File: src/rtl/float_to_int_conv.sv
// Multi-cycle IEEE-754 single to signed integer converter, saturating, denormals flushed to zero.
// Ports: clock, reset, in_valid/in_ready/Float_In (input handshake), out_valid/out_ready/Int_Out/overflow/invalid (result).
// Optional build macro FTOI_ROUND_NEAREST_EN: round-to-nearest-even (default build truncates toward zero).
module float_to_int_conv #(
  parameter int OUT_WIDTH = 32
) (
  input  logic                 clock,
  input  logic                 reset,
  input  logic                 in_valid,
  output logic                 in_ready,
  input  logic [31:0]          Float_In,
  output logic                 out_valid,
  input  logic                 out_ready,
  output logic [OUT_WIDTH-1:0] Int_Out,
  output logic                 overflow,
  output logic                 invalid
);

  typedef enum logic [1:0] {IDLE, SHIFT, FINAL, DONE} state_t;

  localparam logic [OUT_WIDTH-1:0] MAX_POS = {1'b0, {(OUT_WIDTH-1){1'b1}}};
  localparam logic [OUT_WIDTH-1:0] MIN_NEG = {1'b1, {(OUT_WIDTH-1){1'b0}}};
  // Smallest exponent whose magnitude no longer fits the signed result.
  localparam logic [7:0] SAT_EXP = 8'(OUT_WIDTH + 126);
`ifdef FTOI_ROUND_NEAREST_EN
  // exp==126 (0.5..1) still needs the shift path so it can round up to 1.
  localparam logic [7:0] SMALL_EXP = 8'd126;
`else
  localparam logic [7:0] SMALL_EXP = 8'd127;
`endif

  state_t state, next_state;

  logic [OUT_WIDTH-1:0] acc;
  logic [5:0]           cnt;
  logic                 sign;
  logic                 left;
`ifdef FTOI_ROUND_NEAREST_EN
  logic                 guard;
  logic                 sticky;
`endif

  logic        f_sign;
  logic [7:0]  f_exp;
  logic [22:0] f_mnt;
  logic        accept;
  logic        special;
  logic [OUT_WIDTH-1:0] spec_val;
  logic        spec_ovf;
  logic        spec_inv;
  logic [OUT_WIDTH-1:0] mag;

  assign f_sign    = Float_In[31];
  assign f_exp     = Float_In[30:23];
  assign f_mnt     = Float_In[22:0];
  assign in_ready  = (state == IDLE);
  assign out_valid = (state == DONE);
  assign accept    = in_valid && in_ready;

  always_comb begin
    special  = 1'b1;
    spec_val = '0;
    spec_ovf = 1'b0;
    spec_inv = 1'b0;
    if (f_exp == 8'd255) begin
      spec_inv = 1'b1;
      spec_val = (f_mnt == '0 && f_sign) ? MIN_NEG : MAX_POS;
    end else if (f_exp == 8'd0 || f_exp < SMALL_EXP) begin
      spec_val = '0;
    end else if (f_exp >= SAT_EXP) begin
      // -2^(W-1) is exactly representable: no overflow.
      if (f_sign && f_exp == SAT_EXP && f_mnt == '0) begin
        spec_val = MIN_NEG;
      end else begin
        spec_val = f_sign ? MIN_NEG : MAX_POS;
        spec_ovf = 1'b1;
      end
    end else begin
      special = 1'b0;
    end
  end

  always_comb begin
    mag = acc;
`ifdef FTOI_ROUND_NEAREST_EN
    if (guard && (sticky || acc[0])) begin
      mag = acc + OUT_WIDTH'(1);
    end
`endif
  end

  always_ff @(posedge clock or posedge reset) begin
    if (reset) state <= IDLE;
    else       state <= next_state;
  end

  always_comb begin
    next_state = state;
    unique case (state)
      IDLE: begin
        if (accept) begin
          if (special)                next_state = DONE;
          else if (f_exp == 8'd150)   next_state = FINAL;
          else                        next_state = SHIFT;
        end
      end
      SHIFT: if (cnt == 6'd1) next_state = FINAL;
      FINAL: next_state = DONE;
      DONE:  if (out_ready) next_state = IDLE;
      default: next_state = IDLE;
    endcase
  end

  always_ff @(posedge clock or posedge reset) begin
    if (reset) begin
      acc      <= '0;
      cnt      <= '0;
      sign     <= 1'b0;
      left     <= 1'b0;
      Int_Out  <= '0;
      overflow <= 1'b0;
      invalid  <= 1'b0;
`ifdef FTOI_ROUND_NEAREST_EN
      guard    <= 1'b0;
      sticky   <= 1'b0;
`endif
    end else begin
      unique case (state)
        IDLE: begin
          if (accept) begin
            sign <= f_sign;
            left <= (f_exp > 8'd150);
            acc  <= OUT_WIDTH'({1'b1, f_mnt});
            cnt  <= (f_exp > 8'd150) ? 6'(f_exp - 8'd150)
                                     : 6'(8'd150 - f_exp);
`ifdef FTOI_ROUND_NEAREST_EN
            guard  <= 1'b0;
            sticky <= 1'b0;
`endif
            if (special) begin
              Int_Out  <= spec_val;
              overflow <= spec_ovf;
              invalid  <= spec_inv;
            end
          end
        end
        SHIFT: begin
          cnt <= cnt - 6'd1;
          if (left) begin
            acc <= acc << 1;
          end else begin
            acc <= acc >> 1;
`ifdef FTOI_ROUND_NEAREST_EN
            guard  <= acc[0];
            sticky <= sticky | guard;
`endif
          end
        end
        FINAL: begin
          Int_Out  <= sign ? -mag : mag;
          overflow <= 1'b0;
          invalid  <= 1'b0;
        end
        default: ;
      endcase
    end
  end

endmodule
File: config.mk
export PLATFORM = sky130hd
export DESIGN_NAME = float_to_int_conv
export DESIGN_NICKNAME = d
export VERILOG_FILES = /design/src/rtl/float_to_int_conv.sv
export SDC_FILE = /design/constraint.sdc
export NUM_CORES = 1
export LEC_CHECK = 0
export BUFFER_PORTS_ARGS = -buffer_cell sky130_fd_sc_hd__buf_2
export CORE_UTILIZATION = 58
export DETAILED_ROUTE_END_ITERATION = 16
export PLACE_DENSITY = 0.81
export SYNTH_ARGS = -nofsm -noshare
export SYNTH_HDL_FRONTEND = slang
export SYNTH_SLANG_ARGS = --single-unit
File: constraint.sdc
create_clock -name clock -period 3.85 [get_ports clock]
set_input_delay 1.155 -clock clock [delete_from_list [all_inputs] [get_ports clock]]
set_output_delay 1.155 -clock clock [all_outputs]
set_load 0.1 [all_outputs]
# ---- After elaboration in Yosys (flattened, before gate mapping)
# Index checks and enable logic that the tools add are counted.
dict set report totals {
  output_inout_bits 36
  ff_bits 76
}
dict set report op_classes {
  muxes 36
  n_reduce_logical 14
  n_addsub 4
  eq_ne 11
  magnitude_cmp 3
}
# op n
set op_table {}
lappend op_table {{$mux 32} 11}
lappend op_table {{$pmux 32 s2} 2}
lappend op_table {{$neg 32->32} 1}
lappend op_table {{$eq 8x8->1 const B} 3}
lappend op_table {{$logic_not 23->1} 1}
lappend op_table {{$mux 1} 12}
lappend op_table {{$mux 6} 2}
lappend op_table {{$pmux 6 s2} 1}
lappend op_table {{$mux 2} 5}
lappend op_table {{$ge 8x8->1 const B} 1}
lappend op_table {{$gt 8x8->1 const B} 1}
lappend op_table {{$logic_not 8->1} 1}
lappend op_table {{$lt 8x7->1 const B} 1}
lappend op_table {{$pmux 2 s4} 1}
lappend op_table {{$eq 6x1->1 const B} 1}
lappend op_table {{$ne 2x1->1 const B} 3}
lappend op_table {{$reduce_and 3->1} 2}
lappend op_table {{$sub 5x6->6 const A} 1}
lappend op_table {{$sub 6x1->6 const B} 1}
lappend op_table {{$sub 6x5->6 const B} 1}
lappend op_table {{$eq 2x2->1 const B} 2}
lappend op_table {{$logic_and 1x1->1} 4}
lappend op_table {{$pmux 1 s2} 2}
lappend op_table {{$reduce_and 2->1} 2}
lappend op_table {{5 further kinds} 6}

# ---- Depth between registers and ports, before layout
# Gate-level depths: netlist (run 1).
dict set report depth {
  ltp_word 10
  ltp_mapped 10
}

# ---- Worst setup path after synthesis (run 1)
# Ideal clock, no wire load.
dict set report synth_path {
  path_type {input to register}
  startpoint {input Float_In[26]}
  endpoint {register Int_Out[11]}
  slack_ns 0.925
  setup_ns 0.078
  arrival_ns 2.847
  required_ns 3.772
  stages 9
  path_buffers 3
  path_cell_list {buf_2 -> and3_1 -> nand4_1 -> or3b_2 -> o22a_1 -> and2_1 -> buf_2 -> buf_2 -> a21oi_1}
}
dict set report synth_between {
  elab_chain_len 10
  word_cells_on_any_way 20
  classes_between {2 x order compare; 3 x eq/ne; 10 x mux; 5 x reduce/logical}
}
# item line_no
set synth_rtl {}
lappend synth_rtl {{start, declared} 11} ;# input logic [31:0] Float_In,
lappend synth_rtl {{branches (longest 10 deep; another with $ge 8x8->1)} n/a}
lappend synth_rtl {{end signal, assigned} 141} ;# Int_Out <= spec_val;
lappend synth_rtl {{end signal, assigned} 160} ;# Int_Out <= sign ? -mag : mag;
lappend synth_rtl {{end, declared} 14} ;# output logic [OUT_WIDTH-1:0] Int_Out,
# Several ways; the timed one is not identified. The select of a mux whose other input is x is not followed.
# A chain may end at the register's enable or synchronous reset.

# ---- Worst setup path after layout (run 1)
dict set report layout_path {
  startpoint {input Float_In[0]}
  endpoint {register Int_Out[17]}
}
dict set report layout_between {
  elab_chain_len 9
  word_cells_on_any_way 11
  classes_between {8 x mux; 3 x reduce/logical}
}
# item line_no
set layout_rtl {}
lappend layout_rtl {{$logic_not 23->1 *} {67, 72}}
lappend layout_rtl {{$logic_and 1x1->1} 72} ;# if (f_sign && f_exp == SAT_EXP && f_mnt == '0) begin
lappend layout_rtl {{$mux 32} 72}
lappend layout_rtl {{$mux 32} 70} ;# end else if (f_exp >= SAT_EXP) begin
lappend layout_rtl {{$mux 32} 68} ;# end else if (f_exp == 8'd0 || f_exp < SMALL_EXP) begin
lappend layout_rtl {{$mux 32 *} 65} ;# if (f_exp == 8'd255) begin
lappend layout_rtl {{$mux 32 *} 140} ;# if (special) begin
lappend layout_rtl {{$mux 32 *} 130} ;# if (accept) begin
lappend layout_rtl {{$pmux 32 s2 *} 128} ;# unique case (state)
# Mark *: on every way between the ends. The rest lies on a longest branch, timed or not. The select of a mux whose other input is x is not followed.

==> results of run 1 <==
## through the flow
| step | hold slack (ps) | instance area [um2] | util | cells |
|---|---|---|---|---|
| final | 504 | 5440 | 0.663 | 735 |
| after floorplan | 482 | 4910 | - | 585 |
| after global placement | 487 | 5290 | 0.644 | 722 |
| after CTS | 509 | 5440 | 0.663 | 735 |
| after global routing | 521 | 5440 | 0.663 | 735 |
| after detailed placement | 493 | 5290 | 0.644 | 722 |
## synth_stat cells (5+ instances only)
master and number:
a21oi_1 48, a31oi_1 15, buf_2 5, clkbuf_1 36
dfrtp_1 76, ha_1 13, inv_1 18, mux2i_1 32
nand2_1 73, nand2b_1 8, nand3_1 10, nand4_1 6
nor2_1 65, nor3_1 13, nor4_1 8, o211ai_1 5
o21ai_0 42, o22a_1 6, o31ai_1 18, xnor2_1 22
xor2_1 7
## area by class of cell
class,instances,area (um2),area share
tap,105,131,0.0241
multi-input combinational,443,2740,0.503
timing repair buffer,80,448,0.0823
sequential,76,1900,0.349
inverter,18,67.6,0.0124
clock inverter,2,13.8,0.00253
clock buffer,11,141,0.0260
## path summary, 6_finish.rpt
kind,from,end,slack (ps),cells after the start
worst max-delay path,Float_In[0],Int_Out[17],940,7
worst max register to register,state[1],cnt[1],1360,6
max in group asynchronous,reset,acc[0],2190,3
worst min register to register,Int_Out[8],Int_Out[8],500,1
worst min-delay path,Int_Out[8],Int_Out[8],500,1
min in group asynchronous,reset,Int_Out[10],960,2
## kinds of logic (layout without fill, tap and decap cells)
family          Yosys count  count (layout)  share of synthesized area
compound gates          158             158                      0.202
xor+xnor                 29              29                     0.0517
fa+ha+maj                13              13                     0.0331
buf+inv                  66             111                     0.0551
flops                    76              76                      0.387
mux                      34              34                     0.0698
simple gates            209             209                      0.200
## sequential cells by signal (all words and copies together), names as in the netlist
name,cells
state,2
cnt,6
left,1
invalid,1
Int_Out,32
acc,32
overflow,1
sign,1
## cell usage in the layout, fill, tap and decap left out, types with 3 or more instances in the layout
| cell | n |
|---|---|
| nor3b_1 | 3 |
| nand2b_1 | 8 |
| a21oi_1 | 48 |
| nand3_1 | 10 |
| nand4_1 | 6 |
| o211ai_1 | 5 |
| nor2b_1 | 4 |
| inv_1 | 17 |
| o41ai_1 | 4 |
| o22a_1 | 6 |
| buf_2 | 71 |
| ha_1 | 13 |
| xnor2_1 | 22 |
| dfrtp_1 | 76 |
| nor2_1 | 65 |
| clkbuf_8 | 10 |
| buf_4 | 7 |
| o31ai_1 | 18 |
| o21ai_0 | 42 |
| mux2i_1 | 32 |
| a31oi_1 | 15 |
| nor3_1 | 13 |
| nand2_1 | 73 |
| nor4_1 | 8 |
| or3_1 | 4 |
| xor2_1 | 7 |
| o41ai_2 | 3 |
## worst max-delay path, stage by stage
cell and delay (ps):
buf_2 120, nor4b_1 470, nand4_1 180, nor2_1 250, o22a_1 230, and2_1 540, a21oi_1 150
## metal layers
metal / GRT usage / vias to the layer above / wire length, um
li1: - / 2152 / -
met1: 0.409 / 2085 / 5510
met2: 0.443 / 166 / 5460
met3: 0.0510 / 19 / 736
met4: 0.0962 / 0 / 196
met5: 0 / - / 0
==> results.py, run 1 <==
metrics = {
    "clocking": {
        "clk_latency_ps": 350,
        "cts.path.max_buffers": 2,
        "post_cts_resize_count": 0,
        "post-cts-setup-buffers": 0,
        "holdBufCountCts": 0,
        "cts.htree.levels": 3,
        "clkSlewWorstSetupHoldPaths_ps": 80,
        "cts_buffers": 9,
        "cts_tree": "done",
        "cts_root_buf": "clkbuf_8",
        "cts.sinks": 76,
    },
    "cells_and_area": {
        "diodes": 0,
        "nNetsFinal": 677,
        "drive_above_1_share": 0.168,
        "syn_to_final_growth_pct": 10.9,
        "fill_cells": 679,
    },
    "place": {
        "pre_cts_slack_ps": 660,
        "gp_congestion": 0.903,
        "io_buffers": 71,
        "place_hpwl_um": 8490,
    },
    "setup_path": {
        "end_kind": "flip-flop",
        "crit_type": "in -> reg",
        "arrival_ps": 3100,
        "required_ps": 4040,
        "timing.critical_path.fanout_max": 17,
        "critPathLaunchType": "input pin",
    },
    "job": {
        "cap_violations": 0,
    },
    "min_path": {
        "hold_path_class": "reg -> reg",
    },
    "route": {
        "wl_per_cell_um": 16.2,
        "antenna_left": 0,
        "first_pass_iters": 5,
        "num_vias": 4422,
        "drc_errors": 0,
        "viasPerCell": 6.02,
        "dr.first_iter.drc_count": 240,
        "wirelength_um": 11900,
    },
    "sta": {
        "tightestPinTransition_ps": 1170,
        "max_slew_margin": 0.221,
        "hold_violations": 0,
        "fin_skew_ps": 11.2,
        "finalSetupViolCount": 0,
        "slew_viol_final": 0,
        "period_share": 0.756,
        "tns_ps": 0,
        "rsz0062_at_grt": "false",
        "fin_ws_ps": 940,
        "finalCriticalPeriod_ps": 2910,
        "fmax_ghz": 0.344,
    },
    "die": {
        "rows": 33,
        "fp.dieH_um": 94.0,
        "start_util": 0.597,
        "die-area_mm2": 0.00884,
        "die_w_um": 94.0,
        "io_pins": 72,
        "placeableCoreArea_mm2": 0.00822,
    },
    "yosys": {
        "synth_top_area_cell": "dfrtp_1",
        "yosysSeqAreaShare": 0.387,
        "ys_async_sr_fraction": 1.00,
        "synth_area_per_cell_um2": 8.39,
        "syn-num-nets": 634,
        "yosysTopAreaCellShare": 0.387,
        "syn_inst": 585,
        "syn_area_mm2": 0.00491,
        "ys_warn_count": 0,
        "yosys-top-cells-area": "dfrtp_1 39%, mux2i_1 6.5%, nand2_1 5.6%",
        "ys.flop_type": "dfrtp_1",
        "ys_ff_latch": 76,
        "synth_edf_count": 0,
        "ys_types": 56,
    },
    "grt": {
        "antenna_found_initial": 0,
        "grt_pass1_vias": 4084,
        "grt_max_degree": 51,
        "track_usage": 0.288,
        "grt_pass1_wl_um": 19900,
        "grt_overflow": 0,
    },
    "status": {
        "status": "finished, final reports clean",
    },
}
Power of run 1 is left out: the tool's default activity adds up to more than one toggle a clock period on the data nets, which glitch-free logic cannot reach.
==> inputs of run 2 (changes only) <==
--- a/config.mk
+++ b/config.mk
@@ -6,9 +6,9 @@
 export NUM_CORES = 1
 export LEC_CHECK = 0
 export BUFFER_PORTS_ARGS = -buffer_cell sky130_fd_sc_hd__buf_2
-export CORE_UTILIZATION = 58
+export CORE_UTILIZATION = 52
 export DETAILED_ROUTE_END_ITERATION = 16
-export PLACE_DENSITY = 0.81
+export PLACE_DENSITY = 0.77
 export SYNTH_ARGS = -nofsm -noshare
 export SYNTH_HDL_FRONTEND = slang
 export SYNTH_SLANG_ARGS = --single-unit
==> constraint.sdc (replaced) <==
create_clock -name clock -period 2.4 [get_ports clock]
set_input_delay 0.72 -clock clock [delete_from_list [all_inputs] [get_ports clock]]
set_output_delay 0.72 -clock clock [all_outputs]
set_load 0.1 [all_outputs]
==> run 2 against run 1 <==
The flow now finishes with violations (design-rule violations). Utilization shrank 3.3 points. Clock skew shrank 3.3 ps. Wire length grew 5.4%. Critical path depth shrank 1. Setup slack lost 850 ps. Register-to-register slack lost 1300 ps. Sequential cell count is the same. First-iteration DRC count grew 8.8%. Via count grew 4.5%. Critical endpoint is now Int_Out[29]. Largest cell class unchanged.
==> results.py, run 2 (same netlist as run 1, synthesis figures left out) <==
metrics = {
    "setup_path": {
        "critPathLaunchType": "flip-flop",
        "timing.critical_path.fanout_max": 8,
        "required_ps": 2640,
        "critPathLaunch": "acc[18]",
        "critPathBufInv": 0,
        "path_cells": "or4_4 > or4_4 > nor4_2 > nor3_1 > a41oi_1 > a31oi_1",
        "slowest_delay_ps": 570,
        "arrival_ps": 2550,
        "cp_common_cell": "or4_4",
        "end_kind": "flip-flop",
        "crit_type": "reg -> reg",
        "path_delay_family": "simple AND/OR/NAND/NOR gates",
        "slowest_stage": "or4_4",
        "r2r_start": "acc[18]",
    },
    "place": {
        "gp_congestion": 0.880,
        "io_buffers": 71,
        "place_hpwl_um": 8830,
        "place_area_mm2": 0.00558,
        "pre_cts_slack_ps": -98.6,
    },
    "grt": {
        "antenna_found_initial": 0,
        "grt_max_degree": 77,
        "track_usage": 0.267,
        "grt_pass1_wl_um": 21000,
        "grt_pass1_vias": 4262,
        "grt_overflow": 0,
    },
    "route": {
        "viasPerCell": 5.97,
        "antenna_left": 0,
        "drc_errors": 2,
        "wirelength_um": 12500,
        "wl_per_cell_um": 16.2,
        "num_vias": 4620,
        "first_pass_iters": 11,
        "dr.first_iter.drc_count": 261,
    },
    "clocking": {
        "cts_buffers": 9,
        "clkSlewWorstSetupHoldPaths_ps": 80,
        "cts.sinks": 76,
        "cts.path.max_buffers": 2,
        "clk_latency_ps": 360,
        "cts_root_buf": "clkbuf_8",
        "cts_tree": "done",
        "cts.htree.levels": 3,
    },
    "sta": {
        "tightestPinTransition_ps": 709,
        "hold_violations": 0,
        "fmax_ghz": 0.432,
        "fin_ws_ps": 86.5,
        "rsz0062_at_grt": "true",
        "finalCriticalPeriod_ps": 2310,
        "max_slew_margin": 0.524,
        "period_share": 0.964,
        "fin_skew_ps": 7.91,
        "tns_ps": 0,
        "slew_viol_final": 0,
        "finalSetupViolCount": 0,
    },
    "cells_and_area": {
        "finalInstanceArea_mm2": 0.00579,
        "multi_input_area_mm2": 0.00276,
        "register_area_mm2": 0.00190,
        "final_common_cell": "dfrtp_1",
        "reg_top3": "Int_Out (32), acc (32), cnt (6)",
        "diodes": 0,
        "syn_to_final_growth_pct": 17.9,
        "final_cell_mix": "76 x dfrtp_1, 72 x nand2_1, 71 x buf_2",
        "nNetsFinal": 707,
        "drive_above_1_share": 0.216,
        "fin_util": 0.629,
        "fill_cells": 784,
    },
    "die": {
        "start_util": 0.534,
        "placeableCoreArea_mm2": 0.00920,
        "fp.dieH_um": 99.2,
        "die_w_um": 99.2,
        "die-area_mm2": 0.00983,
        "rows": 35,
        "io_pins": 72,
    },
    "status": {
        "status": "complete, but fails checks",
        "violations": "design-rule violations",
    },
    "job": {
        "cap_violations": 0,
    },
    "min_path": {
        "hold_path_class": "in -> async",
    },
}
-- run 2: area by class of cell --
class                           count  area share
Multi-Input combinational cell    443       0.477
Sequential cell                    76       0.329
Timing Repair Buffer              110       0.123
Tap cell                          111      0.0240
Clock buffer                       10      0.0238
Inverter                           18      0.0123
Clock inverter                      6      0.0110
-- run 2: worst register-to-register path, cell delays in order, from the launching register on --
cell     delay [ps]
dfrtp_1         390
or4_4           570
or4_4           530
nor4_2          340
nor3_1           90
a41oi_1         170
a31oi_1         100
-- run 2: worst paths after layout --
kind / depth (start not counted) / slack [ps] / endpoint
min in group clock: 1 / 510 / Int_Out[9]
setup / recovery: 6 / 90 / Int_Out[29]
hold reg to reg: 1 / 510 / Int_Out[9]
max in group asynchronous: 3 / 1630 / acc[7]
setup reg to reg: 6 / 90 / Int_Out[29]
hold / removal: 3 / 470 / acc[28]
-- run 2: routing by layer --
layer  vias to the layer above  track usage  part of all wire
met2                       168        0.414              0.46
met5                         -            0                 0
met4                         0       0.0622            0.0099
met1                      2215        0.392              0.47
li1                       2221            -                 -
met3                        16       0.0457             0.058
-- run 2: timing repair --
| item | 4_1_cts | 5_1_grt |
|---|---|---|
| gates resized for setup | 0 | 2 |
| hold buffers | 0 | 0 |
| buffers inserted | 0 | 0 |
| endpoints found under the setup margin | 0 | 11 |
-- run 2: through the flow --
stage,instances,hold WS [ps]
floorplan,585,482
detailed placement,758,494
global placement,758,487
global route,774,494
CTS,774,483
finish,774,465
Power of run 2 is left out for the same reason.
